## src/rtl/qsfp_link_pkg.sv

```systemverilog
// Shared types and constants for the QSFP link reset sequencer.
package qsfp_link_pkg;

  localparam int unsigned NUM_LANES_DEF = 8;
  localparam int unsigned SYNC_STAGES   = 2;

  typedef enum logic [2:0] {
    ST_IDLE      = 3'd0,
    ST_QPLL_RST  = 3'd1,
    ST_QPLL_WAIT = 3'd2,
    ST_LANE_RST  = 3'd3,
    ST_LANE_WAIT = 3'd4,
    ST_UP        = 3'd5,
    ST_FAIL      = 3'd6
  } state_t;

endpackage

```

## src/rtl/qsfp_link_reset_ctrl_sync.sv

```systemverilog
// Single-bit multi-flop synchronizer for asynchronous transceiver status inputs.
module sync_2ff
  import qsfp_link_pkg::*;
(
  input  logic clk,
  input  logic rst,
  input  logic d,
  output logic q
);

  logic [SYNC_STAGES-1:0] sync_r;

  // shift the asynchronous input through the synchronizer chain
  always_ff @(posedge clk) begin
    if (rst) begin
      sync_r <= {SYNC_STAGES{1'b0}};
    end else begin
      sync_r <= {sync_r[SYNC_STAGES-2:0], d};
    end
  end

  assign q = sync_r[SYNC_STAGES-1];

endmodule

```

## src/rtl/qsfp_link_reset_ctrl.sv

```systemverilog
// Bring-up and recovery sequencer for the QSFP quad PLL and per-lane GT resets.
module qsfp_link_reset_ctrl
  import qsfp_link_pkg::*;
#(
  parameter int unsigned NUM_LANES    = NUM_LANES_DEF,
  parameter int unsigned RST_PULSE    = 16,
  parameter int unsigned LOCK_TIMEOUT = 65536,
  parameter int unsigned DONE_TIMEOUT = 65536,
  parameter int unsigned MAX_RETRIES  = 3
) (
  input  logic                                 sys_clk_i,
  input  logic                                 sys_rst_i,
  input  logic                                 enable_i,
  input  logic                                 restart_i,
  input  logic                                 qpll_lock_i,
  input  logic [NUM_LANES-1:0]                 lane_resetdone_i,
  output logic                                 qpll_reset_o,
  output logic [NUM_LANES-1:0]                 gt_reset_o,
  output logic [NUM_LANES-1:0]                 lane_up_o,
  output logic                                 resetdone_o,
  output logic                                 fail_o,
  output logic [$clog2(MAX_RETRIES+1)-1:0]     retry_cnt_o
);

  localparam int unsigned MAX_AB  = (RST_PULSE > LOCK_TIMEOUT) ? RST_PULSE : LOCK_TIMEOUT;
  localparam int unsigned MAX_LIM = (MAX_AB > DONE_TIMEOUT) ? MAX_AB : DONE_TIMEOUT;
  localparam int unsigned CNT_W   = (MAX_LIM > 1) ? $clog2(MAX_LIM) : 1;
  localparam int unsigned RET_W   = $clog2(MAX_RETRIES + 1);
  localparam int unsigned IDX_W   = (NUM_LANES > 1) ? $clog2(NUM_LANES) : 1;

  localparam logic [CNT_W-1:0] PULSE_LAST = CNT_W'(RST_PULSE - 1);
  localparam logic [CNT_W-1:0] LOCK_LAST  = CNT_W'(LOCK_TIMEOUT - 1);
  localparam logic [CNT_W-1:0] DONE_LAST  = CNT_W'(DONE_TIMEOUT - 1);
  localparam logic [CNT_W-1:0] BLANK      = CNT_W'(SYNC_STAGES);
  localparam logic [CNT_W-1:0] CNT_MAX    = {CNT_W{1'b1}};
  localparam logic [RET_W-1:0] RET_MAX    = RET_W'(MAX_RETRIES);

  function automatic logic [NUM_LANES-1:0] onehot(input logic [IDX_W-1:0] idx);
    onehot = {{(NUM_LANES-1){1'b0}}, 1'b1} << idx;
  endfunction

  function automatic logic [IDX_W-1:0] lowest_zero(input logic [NUM_LANES-1:0] v);
    lowest_zero = {IDX_W{1'b0}};
    for (int i = NUM_LANES - 1; i >= 0; i--) begin
      lowest_zero = v[i] ? lowest_zero : IDX_W'(i);
    end
  endfunction

  logic                 lock_s;
  logic [NUM_LANES-1:0] done_s;
  logic [NUM_LANES-1:0] drop_s;
  logic                 enter_s;
  state_t               state_r, state_n;
  logic [CNT_W-1:0]     cnt_r, cnt_n;
  logic [IDX_W-1:0]     lane_idx_r, lane_idx_n;
  logic [RET_W-1:0]     retry_r, retry_n;
  logic [NUM_LANES-1:0] lane_up_r, lane_up_n;
  logic                 fail_r, fail_n;
  logic                 qpll_reset_r, qpll_reset_n;
  logic [NUM_LANES-1:0] gt_reset_r, gt_reset_n;
  logic                 resetdone_r, resetdone_n;

  sync_2ff u_lock_sync (.clk(sys_clk_i), .rst(sys_rst_i), .d(qpll_lock_i), .q(lock_s));

  for (genvar g = 0; g < NUM_LANES; g++) begin : g_done_sync
    sync_2ff u_done_sync (.clk(sys_clk_i), .rst(sys_rst_i), .d(lane_resetdone_i[g]), .q(done_s[g]));
  end

  assign drop_s = lane_up_r & ~done_s;

  // sequencing decisions; wait states ignore status for SYNC_STAGES cycles so
  // a value captured before the reset was released is never mistaken for success
  always_comb begin
    state_n    = state_r;
    lane_idx_n = lane_idx_r;
    retry_n    = retry_r;
    lane_up_n  = lane_up_r;
    fail_n     = fail_r;
    enter_s    = 1'b0;
    if (!enable_i) begin
      state_n   = ST_IDLE;
      enter_s   = 1'b1;
      lane_up_n = {NUM_LANES{1'b0}};
      fail_n    = 1'b0;
      retry_n   = {RET_W{1'b0}};
    end else if (restart_i) begin
      state_n   = ST_QPLL_RST;
      enter_s   = 1'b1;
      lane_up_n = {NUM_LANES{1'b0}};
      fail_n    = 1'b0;
      retry_n   = {RET_W{1'b0}};
    end else if (!lock_s && (state_r == ST_LANE_RST || state_r == ST_LANE_WAIT || state_r == ST_UP)) begin
      state_n   = ST_QPLL_RST;
      enter_s   = 1'b1;
      lane_up_n = {NUM_LANES{1'b0}};
      retry_n   = {RET_W{1'b0}};
    end else begin
      case (state_r)
        ST_IDLE: begin
          state_n = ST_QPLL_RST;
          enter_s = 1'b1;
        end
        ST_QPLL_RST: begin
          if (cnt_r == PULSE_LAST) begin
            state_n = ST_QPLL_WAIT;
            enter_s = 1'b1;
          end else begin
            state_n = ST_QPLL_RST;
          end
        end
        ST_QPLL_WAIT: begin
          if (lock_s && cnt_r >= BLANK) begin
            retry_n    = {RET_W{1'b0}};
            lane_idx_n = lowest_zero(lane_up_r);
            state_n    = ST_LANE_RST;
            enter_s    = 1'b1;
          end else if (cnt_r == LOCK_LAST) begin
            enter_s = 1'b1;
            if (retry_r < RET_MAX) begin
              retry_n = retry_r + RET_W'(1);
              state_n = ST_QPLL_RST;
            end else begin
              state_n   = ST_FAIL;
              fail_n    = 1'b1;
              lane_up_n = {NUM_LANES{1'b0}};
            end
          end else begin
            state_n = ST_QPLL_WAIT;
          end
        end
        ST_LANE_RST: begin
          if (cnt_r == PULSE_LAST) begin
            state_n = ST_LANE_WAIT;
            enter_s = 1'b1;
          end else begin
            state_n = ST_LANE_RST;
          end
        end
        ST_LANE_WAIT: begin
          if (done_s[lane_idx_r] && cnt_r >= BLANK) begin
            lane_up_n = lane_up_r | onehot(lane_idx_r);
            retry_n   = {RET_W{1'b0}};
            enter_s   = 1'b1;
            if (&lane_up_n) begin
              state_n = ST_UP;
            end else begin
              lane_idx_n = lowest_zero(lane_up_n);
              state_n    = ST_LANE_RST;
            end
          end else if (cnt_r == DONE_LAST) begin
            enter_s = 1'b1;
            if (retry_r < RET_MAX) begin
              retry_n = retry_r + RET_W'(1);
              state_n = ST_LANE_RST;
            end else begin
              state_n   = ST_FAIL;
              fail_n    = 1'b1;
              lane_up_n = {NUM_LANES{1'b0}};
            end
          end else begin
            state_n = ST_LANE_WAIT;
          end
        end
        ST_UP: begin
          if (|drop_s) begin
            lane_idx_n = lowest_zero(~drop_s);
            lane_up_n  = lane_up_r & ~onehot(lowest_zero(~drop_s));
            state_n    = ST_LANE_RST;
            enter_s    = 1'b1;
          end else begin
            state_n = ST_UP;
          end
        end
        ST_FAIL: begin
          state_n = ST_FAIL;
        end
        default: begin
          state_n = ST_IDLE;
          enter_s = 1'b1;
        end
      endcase
    end
  end

  // next values of the counter and of the registered outputs
  always_comb begin
    cnt_n        = enter_s ? {CNT_W{1'b0}} : ((cnt_r == CNT_MAX) ? cnt_r : cnt_r + CNT_W'(1));
    qpll_reset_n = 1'b1;
    gt_reset_n   = {NUM_LANES{1'b1}};
    resetdone_n  = (state_n == ST_UP);
    case (state_n)
      ST_IDLE, ST_QPLL_RST, ST_FAIL: begin
        qpll_reset_n = 1'b1;
        gt_reset_n   = {NUM_LANES{1'b1}};
      end
      ST_QPLL_WAIT: begin
        qpll_reset_n = 1'b0;
        gt_reset_n   = {NUM_LANES{1'b1}};
      end
      ST_LANE_RST: begin
        qpll_reset_n = 1'b0;
        gt_reset_n   = ~lane_up_n;
      end
      ST_LANE_WAIT: begin
        qpll_reset_n = 1'b0;
        gt_reset_n   = ~lane_up_n & ~onehot(lane_idx_n);
      end
      ST_UP: begin
        qpll_reset_n = 1'b0;
        gt_reset_n   = {NUM_LANES{1'b0}};
      end
      default: begin
        qpll_reset_n = 1'b1;
        gt_reset_n   = {NUM_LANES{1'b1}};
      end
    endcase
  end

  // state, counter and output registers
  always_ff @(posedge sys_clk_i) begin
    if (sys_rst_i) begin
      state_r      <= ST_IDLE;
      cnt_r        <= {CNT_W{1'b0}};
      lane_idx_r   <= {IDX_W{1'b0}};
      retry_r      <= {RET_W{1'b0}};
      lane_up_r    <= {NUM_LANES{1'b0}};
      fail_r       <= 1'b0;
      qpll_reset_r <= 1'b1;
      gt_reset_r   <= {NUM_LANES{1'b1}};
      resetdone_r  <= 1'b0;
    end else begin
      state_r      <= state_n;
      cnt_r        <= cnt_n;
      lane_idx_r   <= lane_idx_n;
      retry_r      <= retry_n;
      lane_up_r    <= lane_up_n;
      fail_r       <= fail_n;
      qpll_reset_r <= qpll_reset_n;
      gt_reset_r   <= gt_reset_n;
      resetdone_r  <= resetdone_n;
    end
  end

  assign qpll_reset_o = qpll_reset_r;
  assign gt_reset_o   = gt_reset_r;
  assign lane_up_o    = lane_up_r;
  assign resetdone_o  = resetdone_r;
  assign fail_o       = fail_r;
  assign retry_cnt_o  = retry_r;

endmodule

```

## config.mk

```make
export PLATFORM = sky130hd
export DESIGN_NAME = qsfp_link_reset_ctrl
export DESIGN_NICKNAME = d
export VERILOG_FILES = /design/src/rtl/qsfp_link_pkg.sv /design/src/rtl/qsfp_link_reset_ctrl_sync.sv /design/src/rtl/qsfp_link_reset_ctrl.sv
export SDC_FILE = /design/constraint.sdc
export NUM_CORES = 1
export LEC_CHECK = 0
export CAP_MARGIN = 10
export CELL_PAD_IN_SITES_DETAIL_PLACEMENT = 1
export CELL_PAD_IN_SITES_GLOBAL_PLACEMENT = 2
export CORE_UTILIZATION = 37
export CTS_CLUSTER_DIAMETER = 80
export CTS_CLUSTER_SIZE = 28
export DETAILED_ROUTE_END_ITERATION = 16
export PLACE_DENSITY = 0.85
export SLEW_MARGIN = 20
export SYNTH_ARGS = -nofsm -noshare
export SYNTH_HDL_FRONTEND = slang
export SYNTH_SLANG_ARGS = --single-unit
```

## constraint.sdc

```tcl
create_clock -name sys_clk_i -period 5.6 [get_ports sys_clk_i]
set_input_delay 1.12 -clock sys_clk_i [delete_from_list [all_inputs] [get_ports sys_clk_i]]
set_output_delay 1.12 -clock sys_clk_i [all_outputs]
set_load 0.03 [all_outputs]
```

Yosys cells after proc, flatten, opt, wreduce, memory -nomap -nowiden
Cells that the tools add are included.
{"block": "totals", "in_bits": 13, "register_bits": 61, "output_inout_bits": 21}
{"block": "classes", "muxes": 78, "reduce_logical": 16, "magnitude_cmp": 3, "n_bitwise": 11, "n_eq_ne": 14, "shift": 3, "addsub": 2}
{"cell": "3-bit 2-to-1 mux", "n": 43}
{"cell": "8-bit 2-to-1 mux", "n": 8}
{"cell": "8-bit one-hot mux with 3 select lines", "n": 2}
{"cell": "8-bit inverter", "n": 5}
{"cell": "8-bit bitwise AND", "n": 3}
{"cell": "1-bit by 3-bit << shifter with 8-bit output (first input constant)", "n": 3}
{"cell": "3-bit one-hot mux with 7 select lines", "n": 1}
{"cell": "16-bit by 1-bit adder with 16-bit output (second input constant)", "n": 1}
{"cell": "16-bit equality test (second input constant)", "n": 1}
{"cell": "16-bit by 4-bit equality test with 1-bit output (second input constant)", "n": 1}
{"cell": "16-bit by 2-bit greater-or-equal comparator with 1-bit output (second input constant)", "n": 1}
{"cell": "3-bit equality test (second input constant)", "n": 5}
{"cell": "1-bit 2-to-1 mux", "n": 14}
{"cell": "3-bit by 2-bit equality test with 1-bit output (second input constant)", "n": 4}
{"cell": "2-bit 2-to-1 mux", "n": 5}
{"cell": "3-bit one-hot mux with 3 select lines", "n": 1}
{"cell": "8-bit bitwise OR", "n": 1}
{"cell": "8-bit AND reduction", "n": 1}
{"cell": "4-bit OR reduction", "n": 2}
{"cell": "8-bit OR reduction", "n": 1}
{"cell": "1-bit one-hot mux with 5 select lines", "n": 1}
{"cell": "3-bit by 4-bit less-than comparator with 1-bit output (second input constant)", "n": 1}
{"cell": "2-bit != test (second input constant)", "n": 2}
{"cell": "2-bit one-hot mux with 2 select lines", "n": 1}
{"cell": "14 further kinds", "n": 19}

Depth between registers and ports, before layout
Gate-level depths: netlist of the first run.
{"block": "depth", "ltp_word": 22, "depth_mapped": 11, "depth_no_buf": 10}

Modules after synthesis
From an unflattened synthesis of the first run, not the netlist that was laid out.
{"block": "hier_totals", "cells_unflattened": 461, "hier_area_um2": 3679.8}
{"module": "qsfp_link_reset_ctrl", "seq_area_each_um2": 860.8, "area_each_um2": 3206.8, "instances": 1, "cells_per_inst": 425}
{"module": "sync_2ff", "seq_area_each_um2": 40.0, "area_each_um2": 52.6, "instances": 9, "cells_per_inst": 4}

Least setup slack after synthesis of the first run
Ideal clock, no wire load.
{"block": "synth_timing", "path_type": "register to register", "start": "register cnt_r[4]", "end": "register gt_reset_r[7], in the netlist gt_reset_o[7]", "path_stages_with_launch": 10, "setup_slack_ps": 2711, "t_required_ps": 5486, "arrival_ps": 2775, "path_cell_list": "dfxtp_1 or4_1 buf_2 nor4_4 nor3_2 or3_1 a211o_1 and3b_1 o21a_2 a21bo_1"}
{"block": "synth_between", "elab_chain_cells": 11, "word_cells_on_any_way": 36}
{"item": "start, declared", "line": "qsfp_link_reset_ctrl.sv:54", "rtl": "logic [CNT_W-1:0] cnt_r, cnt_n;"}
{"item": "start signal, assigned", "line": "qsfp_link_reset_ctrl.sv:223", "rtl": "cnt_r <= {CNT_W{1'b0}};"}
{"item": "start signal, assigned", "line": "qsfp_link_reset_ctrl.sv:233", "rtl": "cnt_r <= cnt_n;"}
{"item": "16-bit by 2-bit greater-or-equal comparator with 1-bit output", "line": "qsfp_link_reset_ctrl.sv:112, qsfp_link_reset_ctrl.sv:140"}
{"item": "1-bit logical AND, on equally long branches", "line": "qsfp_link_reset_ctrl.sv:140, qsfp_link_reset_ctrl.sv:112"}
{"item": "3-bit 2-to-1 mux, on equally long branches", "line": "qsfp_link_reset_ctrl.sv:140, qsfp_link_reset_ctrl.sv:112"}
{"item": "3-bit one-hot mux with 3 select lines", "line": "qsfp_link_reset_ctrl.sv:98", "rtl": "case (state_r)"}
{"item": "3-bit 2-to-1 mux", "line": "qsfp_link_reset_ctrl.sv:92", "rtl": "end else if (!lock_s && (state_r == ST_LANE_RST || state_r == ST_LANE_WAIT || state_r == ST_UP)) begin"}
{"item": "3-bit 2-to-1 mux", "line": "qsfp_link_reset_ctrl.sv:86", "rtl": "end else if (restart_i) begin"}
{"item": "3-bit 2-to-1 mux", "line": "qsfp_link_reset_ctrl.sv:80", "rtl": "if (!enable_i) begin"}
{"item": "1-bit by 3-bit << shifter with 8-bit output", "line": "qsfp_link_reset_ctrl.sv:39", "rtl": "onehot = {{(NUM_LANES-1){1'b0}}, 1'b1} << idx;"}
{"item": "8-bit inverter", "line": "qsfp_link_reset_ctrl.sv:206", "rtl": "gt_reset_n = ~lane_up_n & ~onehot(lane_idx_n);"}
{"item": "8-bit bitwise AND", "line": "qsfp_link_reset_ctrl.sv:206"}
{"item": "8-bit one-hot mux with 3 select lines (*)", "line": "qsfp_link_reset_ctrl.sv:191", "rtl": "case (state_n)"}
{"item": "end signal, assigned", "line": "qsfp_link_reset_ctrl.sv:229", "rtl": "gt_reset_r <= {NUM_LANES{1'b1}};"}
{"item": "end signal, assigned", "line": "qsfp_link_reset_ctrl.sv:239", "rtl": "gt_reset_r <= gt_reset_n;"}
{"item": "end, declared", "line": "qsfp_link_reset_ctrl.sv:60", "rtl": "logic [NUM_LANES-1:0] gt_reset_r, gt_reset_n;"}
Mark *: on every way between the ends. The rest lies on a longest branch, timed or not.
A chain may end at the register's enable or synchronous reset.

Worst setup path in the final report of the first run
{"block": "layout_timing", "start": "register cnt_r[8]", "end": "register gt_reset_r[4], in the netlist gt_reset_o[4]"}
Same word-level chain as after synthesis.

==> results.json, run 1 <==
{
  "drv_cap": 0,
  "h-tree-depth": 3,
  "ys_seq_elements": 61,
  "setup_viol": 0,
  "dr.pass1.iters": 5,
  "antenna_found_initial": 0,
  "routed_wirelength_um": 11600,
  "startpoint_type": "flop",
  "start_util": 0.387,
  "finalHoldViolations": 0,
  "hold_class": "reg2reg",
  "grt_first_pass_wirelength_um": 18800,
  "async_reset_ff_frac": 0,
  "syn-instance-count": 459,
  "via_per_inst": 5.89,
  "worst_pin_slew_ps": 1050,
  "drc_errors": 0,
  "cpMostUsedCell": "o21ai_0",
  "cts_buffers": 9,
  "yosys_warnings": 0,
  "cpMaxStageDelayCell": "or4_1",
  "fin_setup_tns_ps": 0,
  "fin_skew_ps": 10.1,
  "fmax_mhz": 287,
  "yosysSeqAreaShare": 0.339,
  "grt_max_degree": 33,
  "grt_pass1_vias": 3573,
  "end_kind": "flop",
  "top_layer": "met4",
  "syn_avg_cell_area_sq_um": 7.86,
  "criticalPathCategory": "reg2reg",
  "port_buffers": 33,
  "synth_edf_count": 0,
  "period_minus_slack_ps": 3490,
  "clk_pin_slew_ps": 70,
  "stdcell_area_sq_mm": 0.00418,
  "wl_met2_um": 5280,
  "cts_root_buf": "clkbuf_8",
  "core_sq_mm": 0.00933,
  "cts_hold_buf": 0,
  "maxSlewHeadroom": 0.291,
  "io_pins": 34,
  "ys_types": 69,
  "clockBufferDepth": 2,
  "drive_gt1_frac": 0.0556,
  "fin_hold_ws_ps": 435,
  "gr-total-overflow": 0,
  "fin_crit_sh": 0.623,
  "grtUsageTotal": 0.245,
  "fp-row-count": 35,
  "antenna_left": 0,
  "cts_tree": "yes",
  "gp_congestion": 0.934,
  "vias": 3625,
  "cts_resized": 0,
  "die_h_um": 101,
  "clkSinkCount": 61,
  "drv_slew": 0,
  "synth_nets": 474,
  "dp_hpwl_um": 8570,
  "area_delta_synth_final_pct": 16.0,
  "die_x_um": 101,
  "synth_area_sq_mm": 0.00361,
  "rsz0062_at_grt": "false",
  "status": "finished, final reports clean",
  "cp_slowest_stage_delay_ps": 690,
  "placed_cell_area_sq_mm": 0.00403,
  "die-area_sq_mm": 0.0101,
  "cp_max_fo": 6,
  "required_ps": 5890,
  "wl_met1_um": 5570,
  "nets": 497,
  "crit_arrival_ps": 3780,
  "cellLeakagePower_nw": 1.39,
  "power_density_mw_per_mm2": 195,
  "post_drt_wl_per_cell_um": 18.9,
  "antennaDiodeCount": 0,
  "ir_drop_v": 0.000143,
  "clk_latency_ps": 360,
  "wl_met3_um": 523,
  "drtIter0Drc": 160,
  "post_cts_buffers": 0,
  "cp_cell_sequence": "or4_1 -> o41a_1 -> o31ai_1 -> o21ai_0 -> o21ai_0 -> o311ai_0 -> nand3_1",
  "ys.flop_type": "dfxtp_1"
}
cells in the final DEF (no fill, tap or decap), types with 4 or more instances in the layout:
cell type and n:
and3_1 4, nor4_1 11, xnor2_1 5, o21ai_1 4, a211o_1 4, nand3_1 15
nor2b_1 32, nor2_1 49, or3_1 7, a21oi_1 34, mux2i_1 6, nor3b_1 5
o21ai_0 25, inv_1 9, nand3b_1 4, clkdlybuf4s50_1 33, o311ai_0 4, nor3_1 14
and2_1 5, nand2b_1 13, or4_1 7, o211ai_1 6, o22ai_1 4, clkbuf_8 10
nand2_1 30, dfxtp_1 61, nand4_1 9, xor2_1 7, o31ai_1 4
Yosys cell counts, types with 3 or more instances:
cell type / instances / area share
a211o_1: 4 / 0.0097
a21o_1: 3 / 0.0062
a21oi_1: 34 / 0.047
a221oi_1: 3 / 0.0073
a31oi_1: 3 / 0.0052
and2_1: 5 / 0.0087
and3_1: 4 / 0.0069
buf_1: 3 / 0.0031
clkbuf_1: 18 / 0.019
dfxtp_1: 61 / 0.34
inv_1: 9 / 0.0094
mux2i_1: 6 / 0.017
nand2_1: 30 / 0.031
nand2b_1: 13 / 0.023
nand3_1: 15 / 0.021
nand3b_1: 4 / 0.0083
nand4_1: 9 / 0.016
nor2_1: 49 / 0.051
nor2b_1: 32 / 0.055
nor3_1: 14 / 0.019
nor3b_1: 5 / 0.010
nor4_1: 11 / 0.019
o211ai_1: 6 / 0.012
o21ai_0: 25 / 0.035
o21ai_1: 4 / 0.0055
o221ai_1: 3 / 0.0073
o22ai_1: 4 / 0.0069
o311ai_0: 4 / 0.0097
o31a_1: 3 / 0.0073
o31ai_1: 4 / 0.0083
or2_2: 3 / 0.0052
or3_1: 7 / 0.012
or4_1: 7 / 0.015
xnor2_1: 5 / 0.012
xor2_1: 7 / 0.017
metrics by stage:
stage | worst slack [ps] | util | instances | power [mW]
global placement | 2070 | 0.432 | 600 | 0.483
finish | 2110 | 0.449 | 615 | 0.814
floorplan | 2710 | - | 459 | 0.469
detailed placement | 1890 | 0.432 | 600 | 0.484
CTS | 2180 | 0.449 | 615 | 0.829
global route | 1940 | 0.449 | 615 | 0.849
cells by family after synthesis:
group	after synthesis	synth area share
AO/OA/AOI/OAI	123	0.227
XOR/XNOR	12	0.0291
adder cells (fa/ha/maj)	3	0.00971
buffers and inverters	33	0.0361
flip-flops	61	0.339
multiplexers	8	0.0260
AND/OR/NAND/NOR	219	0.333
layer usage:
layer / global-route usage / vias up
met1: 0.327 / 1782
met4: 0.0903 / 0
met3: 0.0499 / 19
li1: - / 1732
met5: 0 / -
met2: 0.389 / 92
power by group:
group / internal [mW] / leakage, nW / total (mW) / switching (mW)
Sequential: 0.440 / 0.496 / 0.446 / 0.00548
Combinational: 0.0147 / 0.807 / 0.0283 / 0.0136
Clock: 0.169 / 0.0833 / 0.340 / 0.171
final cells by class:
class	instances	area, sq um
fill	1169	5140
multi-input combinational	365	2260
sequential	61	1220
timing repair buffer	36	353
tap	129	161
clock buffer	13	149
inverter	9	33.8
clock inverter	2	10.0
worst max-delay path, delay by kind of cell (launching register included):
family,cells,cell delay (ps)
simple gates,2,820
flops,1,360
compound gates,5,2240
sequential cells by signal, summed over array words and instances, names as in the netlist:
register,cells
cnt_r,16
g_done_sync.u_done_sync.sync_r,16
gt_reset_o,8
lane_up_o,8
lane_idx_r,3
state_r,3
retry_cnt_o,2
u_lock_sync.sync_r,2
fail_o,1
qpll_reset_o,1
resetdone_o,1
final timing paths:
| kind | from | endpoint | slack [ps] | depth (start not counted) |
|---|---|---|---|---|
| worst max-delay path | cnt_r[8]$_SDFFE_PP0N_ | gt_reset_o[4]$_SDFF_PP1_ | 2110 | 7 |
| worst min-delay path | g_done_sync[6].u_done_sync.sync_r[0]$_SDFF_PP0_ | g_done_sync[6].u_done_sync.sync_r[1]$_SDFF_PP0_ | 440 | 1 |
| worst max register to register | cnt_r[8]$_SDFFE_PP0N_ | gt_reset_o[4]$_SDFF_PP1_ | 2110 | 7 |
| worst min register to register | g_done_sync[6].u_done_sync.sync_r[0]$_SDFF_PP0_ | g_done_sync[6].u_done_sync.sync_r[1]$_SDFF_PP0_ | 440 | 1 |
(Power assumes the default switching activity.)
==> inputs of run 2 (changes only) <==
- CORE_UTILIZATION: 37 -> 34
- PLACE_DENSITY: 0.85 -> 0.79
- clock period: 5.6 -> 3.5 ns (I/O delays scaled with it)
==> results.json, run 2 (synthesized netlist as in run 1, its figures left out) <==
{
  "status": "finished, final reports clean",
  "placed_cell_area_sq_mm": 0.00421,
  "hold_class": "reg2reg",
  "io_pins": 34,
  "startpoint_type": "flop",
  "antenna_left": 0,
  "post_drt_wl_per_cell_um": 18.7,
  "clkPwrFrac": 0.533,
  "port_buffers": 33,
  "via_per_inst": 5.71,
  "reg_top3": "cnt_r: 16 flops, g_done_sync.u_done_sync.sync_r: 16 flops",
  "die_h_um": 105,
  "crit_arrival_ps": 3570,
  "clk_latency_ps": 360,
  "drtIter0Drc": 222,
  "rsz0062_at_grt": "false",
  "worst_pin_slew_ps": 681,
  "switching_share": 0.205,
  "core_sq_mm": 0.0103,
  "drv_cap": 0,
  "grt_max_degree": 33,
  "cts_resized": 0,
  "start_util": 0.349,
  "fmax_mhz": 306,
  "n_fill_cell": 1248,
  "fin_hold_ws_ps": 439,
  "grt_pass1_vias": 3682,
  "fp-row-count": 37,
  "grt_first_pass_wirelength_um": 19900,
  "seqPwrFrac": 0.437,
  "utilization": 0.434,
  "area_delta_synth_final_pct": 24.3,
  "stdcell_area_sq_mm": 0.00449,
  "clockBufferDepth": 2,
  "nets": 521,
  "criticalPathCategory": "reg2reg",
  "antennaDiodeCount": 0,
  "ir_drop_v": 0.000163,
  "die_x_um": 105,
  "gr-total-overflow": 0,
  "die-area_sq_mm": 0.0110,
  "power_switching_uw": 333,
  "fin_skew_ps": 7.94,
  "end_kind": "flop",
  "antenna_found_initial": 0,
  "cellLeakagePower_nw": 1.55,
  "grtUsageTotal": 0.235,
  "drc_errors": 0,
  "mostFrequentLayoutCells": "dfxtp_1, nor2_1, a21oi_1",
  "post_cts_buffers": 0,
  "cp_max_fo": 6,
  "dr.pass1.iters": 4,
  "clk_pin_slew_ps": 70,
  "finalHoldViolations": 0,
  "cts_tree": "yes",
  "maxSlewHeadroom": 0.545,
  "intPower_mw": 1.29,
  "vias": 3694,
  "total_power_mw": 1.63,
  "h-tree-depth": 3,
  "required_ps": 3800,
  "setup_viol": 0,
  "cts_buffers": 9,
  "fin_setup_tns_ps": 0,
  "drv_slew": 0,
  "clkSinkCount": 61,
  "routed_wirelength_um": 12100,
  "gp_congestion": 0.884,
  "fin_crit_sh": 0.935,
  "final_common_cell": "dfxtp_1",
  "cts_hold_buf": 0,
  "drive_gt1_frac": 0.108,
  "period_minus_slack_ps": 3270,
  "power_density_mw_per_mm2": 363,
  "dp_hpwl_um": 9330,
  "combPwrFrac": 0.030,
  "cts_root_buf": "clkbuf_8"
}
-- run 2: cell count changes in the layout (fill, tap and decap cells not counted) --
| cell | before | now |
|---|---|---|
| buf_4 | 3 | 27 |
| bufinv_16 | 0 | 4 |
| clkbuf_1 | 3 | 0 |
| clkinv_2 | 2 | 1 |
| clkinv_4 | 0 | 1 |
-- run 2: area by class of cell --
class	instances	area, sq um	share of cell area
timing repair buffer	60	533	0.119
tap	136	170	0.0379
inverter	9	33.8	0.00753
multi-input combinational	365	2260	0.503
clock inverter	6	134	0.0298
sequential	61	1220	0.272
clock buffer	10	138	0.0307
-- run 2: metrics by stage --
step	worst slack (ps)	instances
global route	57.8	647
detailed placement	120	631
CTS	308	647
finish	228	647
global placement	353	631
floorplan	611	459
-- run 2: path summary, 6_finish.rpt --
check	cells after the start	startpoint	endpoint	slack [ps]
setup / recovery	7	cnt_r[4]$_SDFFE_PP0N_	gt_reset_o[4]$_SDFF_PP1_	230
hold / removal	1	g_done_sync[6].u_done_sync.sync_r[0]$_SDFF_PP0_	g_done_sync[6].u_done_sync.sync_r[1]$_SDFF_PP0_	440
hold reg to reg	1	g_done_sync[6].u_done_sync.sync_r[0]$_SDFF_PP0_	g_done_sync[6].u_done_sync.sync_r[1]$_SDFF_PP0_	440
setup reg to reg	7	cnt_r[4]$_SDFFE_PP0N_	gt_reset_o[4]$_SDFF_PP1_	230
-- run 2: per-layer routing --
metal	vias to the layer above	routed length [um]	track usage
met4	0	206	0.0875
li1	1788	-	-
met5	-	0	0
met2	88	5480	0.368
met1	1805	5860	0.317
met3	13	579	0.0493
-- run 2: power by group through the flow --
stage	sequential [mW]	combinational, mW	clock, mW
3_5_place_dp	0.727	0.0483	0
2_1_floorplan	0.723	0.0264	0
3_3_place_gp	0.727	0.0474	0
5_1_grt	0.712	0.0534	0.923
4_1_cts	0.711	0.0485	0.882
6_report	0.711	0.0481	0.867
-- run 2: critical path, cell delays in order (launching register included) --
cell      delay (ps)
dfxtp_1          350
or4_1            700
o41a_1           620
o31ai_1          470
o21ai_0          250
o21ai_0          460
o311ai_0         240
nand3_1          130
==> inputs of run 3 (changes only) <==
- CORE_UTILIZATION: 34 -> 37
- PLACE_DENSITY: 0.79 -> 0.84
- SYNTH_HIERARCHICAL: not set -> 1
- clock period: 3.5 -> 4.2 ns (I/O delays scaled with it)
==> results.json, run 3 <==
{
  "cts_hold_buf": 0,
  "via_per_inst": 5.84,
  "routed_wirelength_um": 11800,
  "syn_avg_cell_area_sq_um": 7.98,
  "fmax_mhz": 304,
  "startpoint": "lane_idx_r[1]$_SDFF_PP0_",
  "ys_types": 72,
  "dp_cells": 613,
  "power_density_mw_per_mm2": 269,
  "post_drt_wl_per_cell_um": 18.8,
  "ys_seq_elements": 61,
  "finalNonFillerCells": 629,
  "clk_latency_ps": 350,
  "yosys_warnings": 6,
  "rsz0062_at_grt": "false",
  "setup_viol": 0,
  "cellLeakagePower_nw": 1.37,
  "clk_pin_slew_ps": 80,
  "drv_slew": 0,
  "cts_resized": 0,
  "dp_hpwl_um": 8840,
  "startpoint_type": "flop",
  "cts_buffers": 9,
  "synth_top_cells_by_count": "dfxtp_1, nor2_1, nand2_1",
  "antenna_left": 0,
  "fin_skew_ps": 14.4,
  "ys.flop_type": "dfxtp_1",
  "yosysMostFrequentCell": "dfxtp_1",
  "synth_area_leader_cell": "dfxtp_1",
  "setup_ws_ps": 910,
  "dr.pass1.iters": 4,
  "grt_first_pass_wirelength_um": 18800,
  "end_kind": "flop",
  "antennaDiodeCount": 0,
  "worst_pin_slew_ps": 721,
  "h-tree-depth": 3,
  "clkSinkCount": 61,
  "cpMaxStageDelayCell": "nor4_1",
  "cp_slowest_stage_delay_ps": 530,
  "status": "finished, final reports clean",
  "mostFrequentLayoutCells": "dfxtp_1, nor2_1, nand2_1",
  "fp-row-count": 36,
  "area_delta_synth_final_pct": 17.7,
  "place_ws_ps": 939,
  "antenna_found_initial": 0,
  "reg2reg_slack_ps": 910,
  "nets": 506,
  "synth_area_leaders": "dfxtp_1, nor2_1, nor2b_1",
  "synth_edf_count": 0,
  "drive_gt1_frac": 0.0968,
  "start_util": 0.380,
  "drv_cap": 0,
  "period_minus_slack_ps": 3290,
  "criticalPathCategory": "reg2reg",
  "die_h_um": 102,
  "reg_top3": "cnt_r: 16 flops, g_done_sync.u_done_sync/sync_r: 16 flops",
  "async_reset_ff_frac": 0,
  "rr_startpoint": "lane_idx_r[1]$_SDFF_PP0_",
  "critPathCapture": "gt_reset_o[1]$_SDFF_PP1_",
  "drc_errors": 0,
  "finalHoldViolations": 0,
  "die_x_um": 102,
  "drtIter0Drc": 205,
  "gr-total-overflow": 0,
  "port_buffers": 33,
  "fin_setup_tns_ps": 0,
  "fin_crit_sh": 0.783,
  "crit_arrival_ps": 3570,
  "ir_drop_v": 0.000145,
  "io_pins": 34,
  "grt_pass1_vias": 3567,
  "hold_class": "reg2reg",
  "timing.rr.end": "gt_reset_o[1]$_SDFF_PP1_",
  "gp_congestion": 0.843,
  "n_fill_cell": 1193,
  "grt_use_met2": 0.393,
  "top_usage_layer": "met2",
  "rr_worst_depth": 9,
  "cp_max_fo": 13,
  "grt_max_degree": 33,
  "synth_area_sq_mm": 0.00368,
  "hold_path.startpoint": "g_done_sync[3].u_done_sync/sync_r[0]$_SDFF_PP0_",
  "final_common_cell": "dfxtp_1",
  "cts_root_buf": "clkbuf_8",
  "syn-instance-count": 461,
  "grtUsageTotal": 0.240,
  "use_met3": 0.0455,
  "cts_tree": "yes",
  "core_sq_mm": 0.00968,
  "cp_cell_sequence": "buf_4 -> nor3_1 -> a221oi_1 -> nor4_1 -> mux2i_1 -> a211oi_2 -> and4_1 -> o311ai_1 -> nand3_1",
  "die-area_sq_mm": 0.0103,
  "synth_nets": 476,
  "post_cts_buffers": 0,
  "yosys.area.top_type_share": 0.332,
  "required_ps": 4480,
  "utilization": 0.447,
  "maxSlewHeadroom": 0.518,
  "use_met1": 0.303,
  "yosysSeqAreaShare": 0.332,
  "vias": 3673,
  "clockBufferDepth": 2
}
run 3: power breakdown:
part | internal [mW] | total (mW) | leakage (nW) | switching, mW
clock network | 0.288 | 0.536 | 0.0943 | 0.248
logic | 0.0200 | 0.0366 | 0.783 | 0.0165
registers | 0.587 | 0.593 | 0.496 | 0.00641
run 3: cell families after synthesis:
kind of cell	Yosys count	synth area share
simple gates	229	0.339
compound gates	124	0.250
flops	61	0.332
buf+inv	31	0.0371
xor+xnor	9	0.0214
mux	5	0.0136
fa+ha+maj	2	0.00680
run 3: layer usage:
layer | part of all wire | vias up
met1 | 0.44 | 1783
met2 | 0.48 | 103
met4 | 0.027 | 0
met3 | 0.053 | 28
met5 | 0 | -
li1 | - | 1759
run 3: how the worst min path moves through the flow:
stage / endpoint / slack (ps) / depth (start not counted)
6_report: g_done_sync[3].u_done_sync/sync_r[1]$_SDFF_PP0_ / 420 / 1
3_5_place_dp: g_done_sync[1].u_done_sync/sync_r[1]$_SDFF_PP0_ / 430 / 1
4_1_cts: g_done_sync[3].u_done_sync/sync_r[1]$_SDFF_PP0_ / 440 / 1
5_1_grt: g_done_sync[0].u_done_sync/sync_r[1]$_SDFF_PP0_ / 460 / 1
3_3_place_gp: g_done_sync[5].u_done_sync/sync_r[1]$_SDFF_PP0_ / 420 / 1
2_1_floorplan: g_done_sync[0].u_done_sync/sync_r[1]$_SDFF_PP0_ / 410 / 1
run 3: critical path: cells and delay by family (launching register included):
kind / cells / cell delay, ps
mux: 1 / 180
simple gates: 4 / 1480
compound gates: 3 / 830
flops: 1 / 470
buf+inv: 1 / 260
run 3: area by class of cell:
type	count	area, sq um	area share
timing repair buffer	40	383	0.0884
clock inverter	6	62.6	0.0144
tap	133	166	0.0384
multi-input combinational	369	2320	0.536
inverter	10	37.5	0.00867
sequential	61	1220	0.282
clock buffer	10	138	0.0318
run 3: through the flow:
step / total power, mW / area [sq um] / hold slack, ps
after floorplan: 0.622 / 3680 / 414
after global placement: 0.643 / 4130 / 416
after detailed placement: 0.644 / 4130 / 425
after CTS: 1.18 / 4330 / 442
after global routing: 1.21 / 4330 / 456
final: 1.17 / 4330 / 424
